$ cat config.mk
export PLATFORM = sky130hd
export DESIGN_NAME = subtree_rr_arbiter
export DESIGN_NICKNAME = d
export VERILOG_FILES = /design/src/rtl/subtree_arb_pkg.sv /design/src/rtl/rr_pick.sv /design/src/rtl/subtree_rr_arbiter.sv
export SDC_FILE = /design/constraint.sdc
export NUM_CORES = 1
export LEC_CHECK = 0
export ABC_AREA = 1
export CORE_ASPECT_RATIO = 1.75
export CORE_MARGIN = 2
export CORE_UTILIZATION = 45
export DETAILED_ROUTE_END_ITERATION = 7
export DONT_BUFFER_PORTS = 1
export PLACE_DENSITY_LB_ADDON = 0.12
export SYNTH_ARGS = -nofsm -noshare
export SYNTH_HDL_FRONTEND = slang
export SYNTH_SLANG_ARGS = --single-unit
$ cat constraint.sdc
create_clock -name clk -period 5 [get_ports clk]
set_input_delay 0.75 -clock clk [delete_from_list [all_inputs] [get_ports clk]]
set_output_delay 0.75 -clock clk [all_outputs]
set_load 0.01 [all_outputs]
$ cat src/rtl/subtree_arb_pkg.sv
// subtree_arb_pkg: shared types, defaults and width helper for the subtree round-robin arbiter
//   arb_state_e  : arbiter FSM states
//   N_REQ_DEF    : default requester count (one per child instance)
//   MAX_HOLD_DEF : default maximum consecutive grant cycles
//   idx_w(n)     : index width needed to address n items
package subtree_arb_pkg;

    typedef enum logic {
        IDLE  = 1'b0,
        GRANT = 1'b1
    } arb_state_e;

    localparam int N_REQ_DEF    = 15;
    localparam int MAX_HOLD_DEF = 16;

    function automatic int idx_w(input int n);
        return $clog2(n);
    endfunction

endpackage

$ cat src/rtl/rr_pick.sv
// rr_pick: combinational rotating priority encoder
//   eligible : candidate bit vector
//   ptr      : highest-priority position; search runs ptr, ptr+1, ..., N-1, 0, ...
//   found    : any eligible bit set
//   idx      : first eligible position at or after ptr (with wrap); 0 when none
module rr_pick
    import subtree_arb_pkg::*;
#(
    parameter int N = N_REQ_DEF
) (
    input  logic [N-1:0]          eligible,
    input  logic [idx_w(N)-1:0]   ptr,
    output logic                  found,
    output logic [idx_w(N)-1:0]   idx
);

    localparam int IW = idx_w(N);
    localparam int CW = IW + 1;

    logic [CW-1:0] c;

    // Walk offsets from farthest to nearest so the nearest eligible
    // position (smallest rotation from ptr) is written last and wins.
    always_comb begin
        found = 1'b0;
        idx   = '0;
        c     = '0;
        for (int i = N - 1; i >= 0; i--) begin
            c = {1'b0, ptr} + CW'(i);
            c = (c >= CW'(N)) ? c - CW'(N) : c;
            if (eligible[c[IW-1:0]]) begin
                found = 1'b1;
                idx   = c[IW-1:0];
            end
        end
    end

endmodule

$ cat src/rtl/subtree_rr_arbiter.sv
// subtree_rr_arbiter: fair round-robin arbiter with bounded hold and timeout lockout for sibling leaves
//   clk           : rising-edge clock
//   rst_n         : asynchronous active-low reset
//   req_i         : per-leaf level request
//   grant_o       : registered one-hot grant, zero when idle
//   grant_valid_o : OR of grant_o
//   grant_idx_o   : current owner index, 0 when idle
//   timeout_o     : one-cycle pulse when an ownership is force-revoked
//   masked_o      : requesters locked out after a timeout until they drop their request
module subtree_rr_arbiter
    import subtree_arb_pkg::*;
#(
    parameter int N_REQ    = N_REQ_DEF,
    parameter int MAX_HOLD = MAX_HOLD_DEF
) (
    input  logic                      clk,
    input  logic                      rst_n,
    input  logic [N_REQ-1:0]          req_i,
    output logic [N_REQ-1:0]          grant_o,
    output logic                      grant_valid_o,
    output logic [idx_w(N_REQ)-1:0]   grant_idx_o,
    output logic                      timeout_o,
    output logic [N_REQ-1:0]          masked_o
);

    localparam int IW = idx_w(N_REQ);
    localparam int HW = idx_w(MAX_HOLD);

    arb_state_e       state_q, state_n;
    logic [IW-1:0]    owner_q, owner_n;
    logic [IW-1:0]    ptr_q, ptr_n;
    logic [IW-1:0]    pick_idx;
    logic [HW-1:0]    hold_q, hold_n;
    logic [N_REQ-1:0] eligible, mask_n;
    logic             pick_found, owner_req, at_limit, timeout_n;

    // masked_o doubles as the lockout mask register.
    assign eligible  = req_i & ~masked_o;
    assign owner_req = req_i[owner_q];
    assign at_limit  = hold_q == HW'(MAX_HOLD - 1);

    rr_pick #(.N(N_REQ)) u_pick (
        .eligible (eligible),
        .ptr      (ptr_q),
        .found    (pick_found),
        .idx      (pick_idx)
    );

    always_comb begin
        state_n   = state_q;
        owner_n   = owner_q;
        ptr_n     = ptr_q;
        hold_n    = hold_q;
        timeout_n = 1'b0;
        mask_n    = masked_o & req_i;
        if (state_q == IDLE) begin
            if (pick_found) begin
                state_n = GRANT;
                owner_n = pick_idx;
                hold_n  = '0;
            end
        end else if (!owner_req || at_limit) begin
            // A drop on the last allowed cycle is a normal release, not a timeout.
            state_n = IDLE;
            ptr_n   = (owner_q == IW'(N_REQ - 1)) ? '0 : owner_q + IW'(1);
            if (owner_req) begin
                timeout_n       = 1'b1;
                mask_n[owner_q] = 1'b1;
            end
        end else begin
            hold_n = hold_q + HW'(1);
        end
    end

    always_ff @(posedge clk or negedge rst_n) begin
        if (!rst_n) begin
            state_q       <= IDLE;
            owner_q       <= '0;
            ptr_q         <= '0;
            hold_q        <= '0;
            grant_o       <= '0;
            grant_valid_o <= 1'b0;
            grant_idx_o   <= '0;
            timeout_o     <= 1'b0;
            masked_o      <= '0;
        end else begin
            state_q       <= state_n;
            owner_q       <= owner_n;
            ptr_q         <= ptr_n;
            hold_q        <= hold_n;
            grant_o       <= (state_n == GRANT) ? (N_REQ'(1) << owner_n) : '0;
            grant_valid_o <= state_n == GRANT;
            grant_idx_o   <= (state_n == GRANT) ? owner_n : '0;
            timeout_o     <= timeout_n;
            masked_o      <= mask_n;
        end
    end

endmodule
; Word level (Yosys, flattened, before mapping)
; Index checks and enable logic that the tools add are counted.
[word_totals]
output_inout_bits = 36
wordCells = 181
in_bits = 17
ramBits = 0
mem_bits_ro = 0
regBits = 48
memories = 0
latchBits = 0
[classes]
n_bitwise = 4
order_cmp = 32
shift = 1
n_eq_ne = 3
addsub = 31
n_div = 0
n_reduce_logical = 6
n_mul = 0
mux = 96
[op_table]
columns = operator, n
row1 = $mux W4, 37
row2 = $lt A4 B5 Y1 const B, 16
row3 = $ge A5 B4 Y1 const B, 14
row4 = $bmux W1 S4, 16
row5 = $mux W15, 4
row6 = $sub A4 B4 Y4 const B, 15
row7 = $mux W1, 38
row8 = $add A4 B4 Y5 const B, 7
row9 = $and A15 B15 Y15, 2
row10 = $add A4 B3 Y5 const B, 4
row11 = $not A15 Y15, 1
row12 = $or A15 B15 Y15, 1
row13 = $shl A1 B4 Y15 const A, 1
row14 = $add A4 B2 Y5 const B, 2
row15 = $add A4 B1 Y4 const B, 2
row16 = $eq A4 B4 Y1 const B, 2
row17 = $add A4 B1 Y5 const B, 1
row18 = $demux W1 S4, 1
row19 = $ge A4 B1 Y1 const B, 1
row20 = $ge A4 B4 Y1 const B, 1
row21 = $reduce_and A2 Y1, 2
row22 = $ne A2 B2 Y1 const B, 1
row23 = $reduce_bool A2 Y1, 1
row24 = $logic_and A1 B1 Y1, 1
row25 = other kinds (2), 2

; Depth between registers and ports, before layout
[depth]
word_depth = 24
mapped_depth = 42
mapped_depth_nobuf = 40

; Cells and area by module
; Synthesis repeated with hierarchy kept, for this count alone.
[unflattened]
cells_unflattened = 1186
hier_area_um2 = 6771.5
[by_module_without_submodules]
columns = module, cells_per_inst, n_inst, area_each_um2, seq_area_each_um2
row1 = rr_pick, 889, 1, 4370.4, 0.0
row2 = subtree_rr_arbiter, 297, 1, 2401.1, 1201.2

; Worst setup path before layout
; No wires, ideal clock.
[synth_timing]
kind = register to register
start = register ptr_q[0]
end = register grant_o[10]
t_required_ns = 4.930
period_less_slack_ns = 3.787
setup_slack_ns = 1.213
stages_incl_launch_ff = 41
t_arrival_ns = 3.718
setup_ns = 0.070
path_buffers = 2
cell_sequence = dfrtp_1 -> buf_6 -> inv_2 -> buf_2 -> ha_1 -> nor2_2 -> nand2_2 -> nand2_2 -> nand2_2 -> nand2_4 -> xor2_4 -> inv_2 -> nand2_1 -> nand3_1 -> nand3_1 -> nand3_2 -> nand2_2 -> inv_2 -> [5 not listed] -> nand2_1 -> nand2_1 -> nand2_1 -> nand2_1 -> nand2_1 -> nand2_1 -> nand2_1 -> nand2_1 -> nand2_1 -> nand2_1 -> nand2_1 -> nand2_1 -> nand2_1 -> nand2_1 -> nand2_2 -> nand2_4 -> nand2_4 -> nor2_2
[synth_via]
elab_chain_cells = 24
elab_cells_between_ends = 125
cone_classes = add/sub (29) / order compare (15) / shift (1) / mux (80)
[synth_lines]
columns = element, line_no
row1 = from (decl), subtree_rr_arbiter.sv:31  ; logic [IW-1:0] ptr_q, ptr_n;
row2 = from (signal assigned), subtree_rr_arbiter.sv:89  ; ptr_q <= ptr_n;
row3 = $add A4 B4 Y5, rr_pick.sv:29  ; c = {1'b0, ptr} + CW'(i);
row4 = $sub A4 B4 Y4 or $ge A5 B4 Y1 (tied branches), rr_pick.sv:30  ; c = (c >= CW'(N)) ? c - CW'(N) : c;
row5 = $mux W4, rr_pick.sv:30
row6 = $bmux W1 S4, rr_pick.sv:31  ; if (eligible[c[IW-1:0]]) begin
row7 = $mux W1 (not written as such), rr_pick.sv:31
row8 = $mux W4 or $mux W1 (tied branches) (15 in series), rr_pick.sv:31
row9 = $mux W4 (*), subtree_rr_arbiter.sv:57  ; if (pick_found) begin
row10 = $mux W4 (*), subtree_rr_arbiter.sv:56  ; if (state_q == IDLE) begin
row11 = net owner_n[3], subtree_rr_arbiter.sv:30  ; logic [IW-1:0] owner_q, owner_n;
row12 = $shl A1 B4 Y15 (*), subtree_rr_arbiter.sv:91  ; grant_o <= (state_n == GRANT) ? (N_REQ'(1) << owner_n) : '0;
row13 = $mux W15 (*), subtree_rr_arbiter.sv:91
row14 = to (signal assigned), subtree_rr_arbiter.sv:91
row15 = to (decl), subtree_rr_arbiter.sv:19  ; output logic [N_REQ-1:0] grant_o,
; The timed path passes the listed nets; every way through them passes the cells marked *. The select of a mux whose other input is x is not followed.
; A chain may end at the register's enable or synchronous reset.

; Final worst setup path
[layout_timing]
start = register ptr_q[0]
end = register grant_o[0]
[layout_via]
elab_cells_between_ends = 125
cone_classes = add/sub (29) / order compare (15) / shift (1) / mux (80)
[layout_rtl]
columns = element, line_no
row1 = $add A4 B4 Y5, rr_pick.sv:29
row2 = $sub A4 B4 Y4 or $ge A5 B4 Y1 (tied branches), rr_pick.sv:30
row3 = $mux W4, rr_pick.sv:30
row4 = $bmux W1 S4, rr_pick.sv:31
row5 = $mux W1 (not written as such), rr_pick.sv:31
row6 = $mux W1 (14 in series), rr_pick.sv:31
row7 = $mux W1 (*), rr_pick.sv:31
row8 = $mux W1 (*), subtree_rr_arbiter.sv:57
row9 = $mux W1 (*), subtree_rr_arbiter.sv:56
row10 = net state_n, subtree_rr_arbiter.sv:29  ; arb_state_e state_q, state_n;
row11 = $mux W15 (*), subtree_rr_arbiter.sv:91
; Marked as above.

==> run summary <==
=======================================================================================
Bufs on Longest Clock Path ...............................................            2
Synth Cell Area ..........................................................    6369 um^2
Critical path type ....................................................... flip-flop to flip-flop
TritonCTS clock tree .....................................................        built
Number of violations reported at the end of detailed-routing iteration 0 .          579
Shortest clock period the worst path allows after layout .................      4645 ps
Std-Cell Rows ............................................................           57
Data arrival time at the worst-slack endpoint ............................      4820 ps
Utilization after layout .................................................       49.68%
Global-route wire length before repair ...................................     40540 um
Overall track demand over capacity in global routing .....................       35.71%
Number of enable-type register cells in the synthesized netlist ..........            0
Sinks on Clock Net .......................................................           48
HPWL after detailed placement ............................................     21230 um
Kind of path behind the tightest hold check .............................. primary input to async pin
Share of layout cells above drive strength 1 .............................       14.80%
Floorplan Core Area ......................................................   13840 um^2
Drt pass-1 iters .........................................................            6
Worst skew pair latency ..................................................       310 ps
Accumulated negative setup slack .........................................         0 ps
Number of global-route vias before repair ................................         7217
Post-CTS Setup Repair Bufs ...............................................            0
Final slew viol count ....................................................            0
Die Ht ...................................................................     161.4 um
Share of the clock period used by the worst path .........................       92.90%
Chain of cells forming the critical path ................................. ha_1, nand2_1, nand2_1, inv_2, nand2_2, nand2_1, o21ai_1, inv_1, nor2_1, o21ai_1, o2111ai_1, nand2_1, inv_2, nand3_1, nor4_1, nand4_1, nand2_2, inv_2, nor2_4, inv_2, nand3_2, nor2_1
Remaining number of nets flagged by the antenna check after routing ......            0
Floorplan die width ......................................................     93.93 um
Area share of the largest cell type after synthesis ......................       18.86%
Max cap viols ............................................................            0
Reg clk slew, reported paths .............................................        80 ps
Initial antenna violation count ..........................................            0
Final-report setup violation count .......................................            0
Die area .................................................................   15160 um^2
Area growth syn-to-layout ................................................       7.937%
Post-layout net count ....................................................         1088
Overflow after GRT .......................................................            0
Required time worst endpoint .............................................      5180 ps
Routed wire length per instance ..........................................     21.93 um
Pin count of the biggest net entering global routing .....................           49
Fraction of registers with async set or reset after synthesis ............       100.0%
List of most frequent post-synthesis cells ............................... 260 x nand2_1, 101 x inv_1, 87 x nand3_1
Post-route clock skew ....................................................     16.79 ps
Critical path launch point type ..........................................    flip-flop
Most instantiated library cell after synthesis ...........................      nand2_1
Result of the run ........................................................ finished clean
Worst slew margin relative to its limit ..................................       24.92%
Library cell with the largest summed area after synthesis ................      dfrtp_1
H-tree levels ............................................................            2
Yosys warnings ...........................................................            0
Diode insertion count for antenna repair .................................            0
Count of cell types in the netlist .......................................           59
Final wirelength .........................................................     27000 um
Port bufs ................................................................            0
Top FF cell, synth .......................................................      dfrtp_1
DRC violation count after routing ........................................            0
Endpoint class of the critical path ......................................    flip-flop
Top post-synthesis cells by area ......................................... dfrtp_1 19%, nand2_1 15%, nand3_1 6.8%, inv_1 6.0%, a21oi_1 5.8%
Number of buffers and inverters on the critical path .....................            5
Top-Level Pins ...........................................................           53
Clock root cell ..........................................................    clkbuf_16
Worst path slowest cell ..................................................      dfrtp_1
Synth Area per Inst ......................................................   6.171 um^2
FF+latch count, synth ....................................................           48
Hold violation total from the final report ...............................            0
Gate Count Post-Synth ....................................................         1032
Num CTS Buffers ..........................................................            5
Largest driver fanout on the critical path ...............................           11
Global placer's final weighted congestion ................................        1.053
Effective utilization at floorplan .......................................       46.03%
Synthesized netlist net count ............................................         1066
Number of vias after detailed routing ....................................         7525
Portion of the post-synthesis area used by sequential elements ...........       18.86%
Via-per-instance ratio ...................................................        6.113
Kind of cell with the highest combined delay on the critical path ........ simple AND/OR/NAND/NOR gates
Highest Clock Rate .......................................................   0.2153 GHz
Slew at the pin with the worst max-slew slack ............................      1122 ps
Slowest cell delay on critical path ......................................       520 ps
RSZ-0062 raised after global routing .....................................           no
=======================================================================================
-- layout by cell type, fill, tap and decap left out, types with 3 or more instances in the layout --
cell | synthesis | final
nand3_1 | 87 | 87
a21oi_1 | 74 | 74
o31ai_1 | 4 | 4
a21oi_2 | 5 | 5
buf_4 | 4 | 39
ha_1 | 17 | 17
inv_2 | 33 | 34
a32o_1 | 15 | 15
o311ai_2 | 4 | 4
nand2_4 | 6 | 6
nand4_1 | 7 | 7
nor2_1 | 77 | 77
o22ai_1 | 9 | 9
xnor2_1 | 3 | 3
o211ai_1 | 33 | 33
o221ai_1 | 5 | 5
dfrtp_1 | 48 | 48
clkinv_1 | 4 | 3
o21ai_0 | 64 | 64
nand2_1 | 260 | 260
inv_1 | 101 | 101
o311ai_1 | 7 | 7
nand2_2 | 27 | 27
o21ai_2 | 4 | 4
nand3_2 | 3 | 3
nor3_1 | 12 | 12
clkbuf_16 | 0 | 5
nor2_2 | 10 | 10
o21ai_1 | 44 | 44
xor2_1 | 3 | 3
a211oi_1 | 5 | 5
-- routing by layer --
metal | global-route usage (%) | wire, um | up-vias
met3 | 4.851 | 2093 | 147
met4 | 26.55 | 2623 | 0
met1 | 38.29 | 9031 | 3412
met2 | 62.21 | 13250 | 396
li1 | - | - | 3570
met5 | 0 | 0 | -
-- flip-flops by register name, indices dropped and copies added, names as in the netlist --
signal       flops
grant_idx_o      4
grant_o         15
hold_q           4
masked_o        15
owner_q          4
ptr_q            4
state_q          1
timeout_o        1
-- path summary, 6_finish.rpt --
kind                           start          end  slack [ps]  cells past startpoint
max                         ptr_q[0]   grant_o[0]         360                     22
min                            rst_n  masked_o[9]         130                      0
max reg2reg                 ptr_q[0]   grant_o[0]         360                     22
min reg2reg                hold_q[0]    hold_q[0]         520                      1
max in group asynchronous      rst_n    hold_q[1]        4760                      0
min in group clk           hold_q[0]    hold_q[0]         520                      1
-- worst register-to-register path, cell delays in order, from the launching register on --
cell and delay [ps]:
dfrtp_1 520, ha_1 440, nand2_1 130, nand2_1 120, inv_2 70, nand2_2 120, nand2_1 60, o21ai_1 390
inv_1 280, nor2_1 150, o21ai_1 90, o2111ai_1 190, nand2_1 180, inv_2 160, nand3_1 80, nor4_1 420
nand4_1 240, nand2_2 220, inv_2 120, nor2_4 200, inv_2 110, nand3_2 170, nor2_1 70
-- area by class of cell --
| type | instances | area [um^2] |
|---|---|---|
| multi-input combinational | 821 | 4501 |
| fill | 1517 | 6962 |
| clock buffer | 6 | 128.9 |
| sequential | 48 | 1201 |
| inverter | 139 | 524.3 |
| tap | 177 | 221.5 |
| timing repair buffer | 39 | 292.8 |
| clock inverter | 1 | 5.005 |
-- per-stage QoR --
stage	worst slack, ps	cell area, um^2	hold slack, ps	cells
3_3_place_gp	428.2	6740	455.6	1224
2_1_floorplan	1213	6369	454.4	1032
3_5_place_dp	389.6	6740	455.6	1224
6_report	355.1	6874	126.1	1231
4_1_cts	360.2	6874	128.0	1231
5_1_grt	57.90	6874	122.7	1231
-- cells by family (layout without fill, tap and decap cells) --
kind of cell | Yosys count | after routing | share of synthesized area [%]
and+or+nand+nor | 502 | 502 | 35.30
AOI/OAI and AO/OA | 292 | 292 | 29.82
buffers and inverters | 163 | 185 | 10.47
xor gates and xnor gates | 10 | 10 | 2.200
DFF | 48 | 48 | 18.86
adders and majority gates | 17 | 17 | 3.340
-- repair_timing --
item	in CTS	in global routing
gates resized for setup	0	1
hold buffers	0	0
setup endpoints to repair	0	15
Power is left out: the tool's default activity adds up to more than one toggle a clock period on the data nets, which glitch-free logic cannot reach.
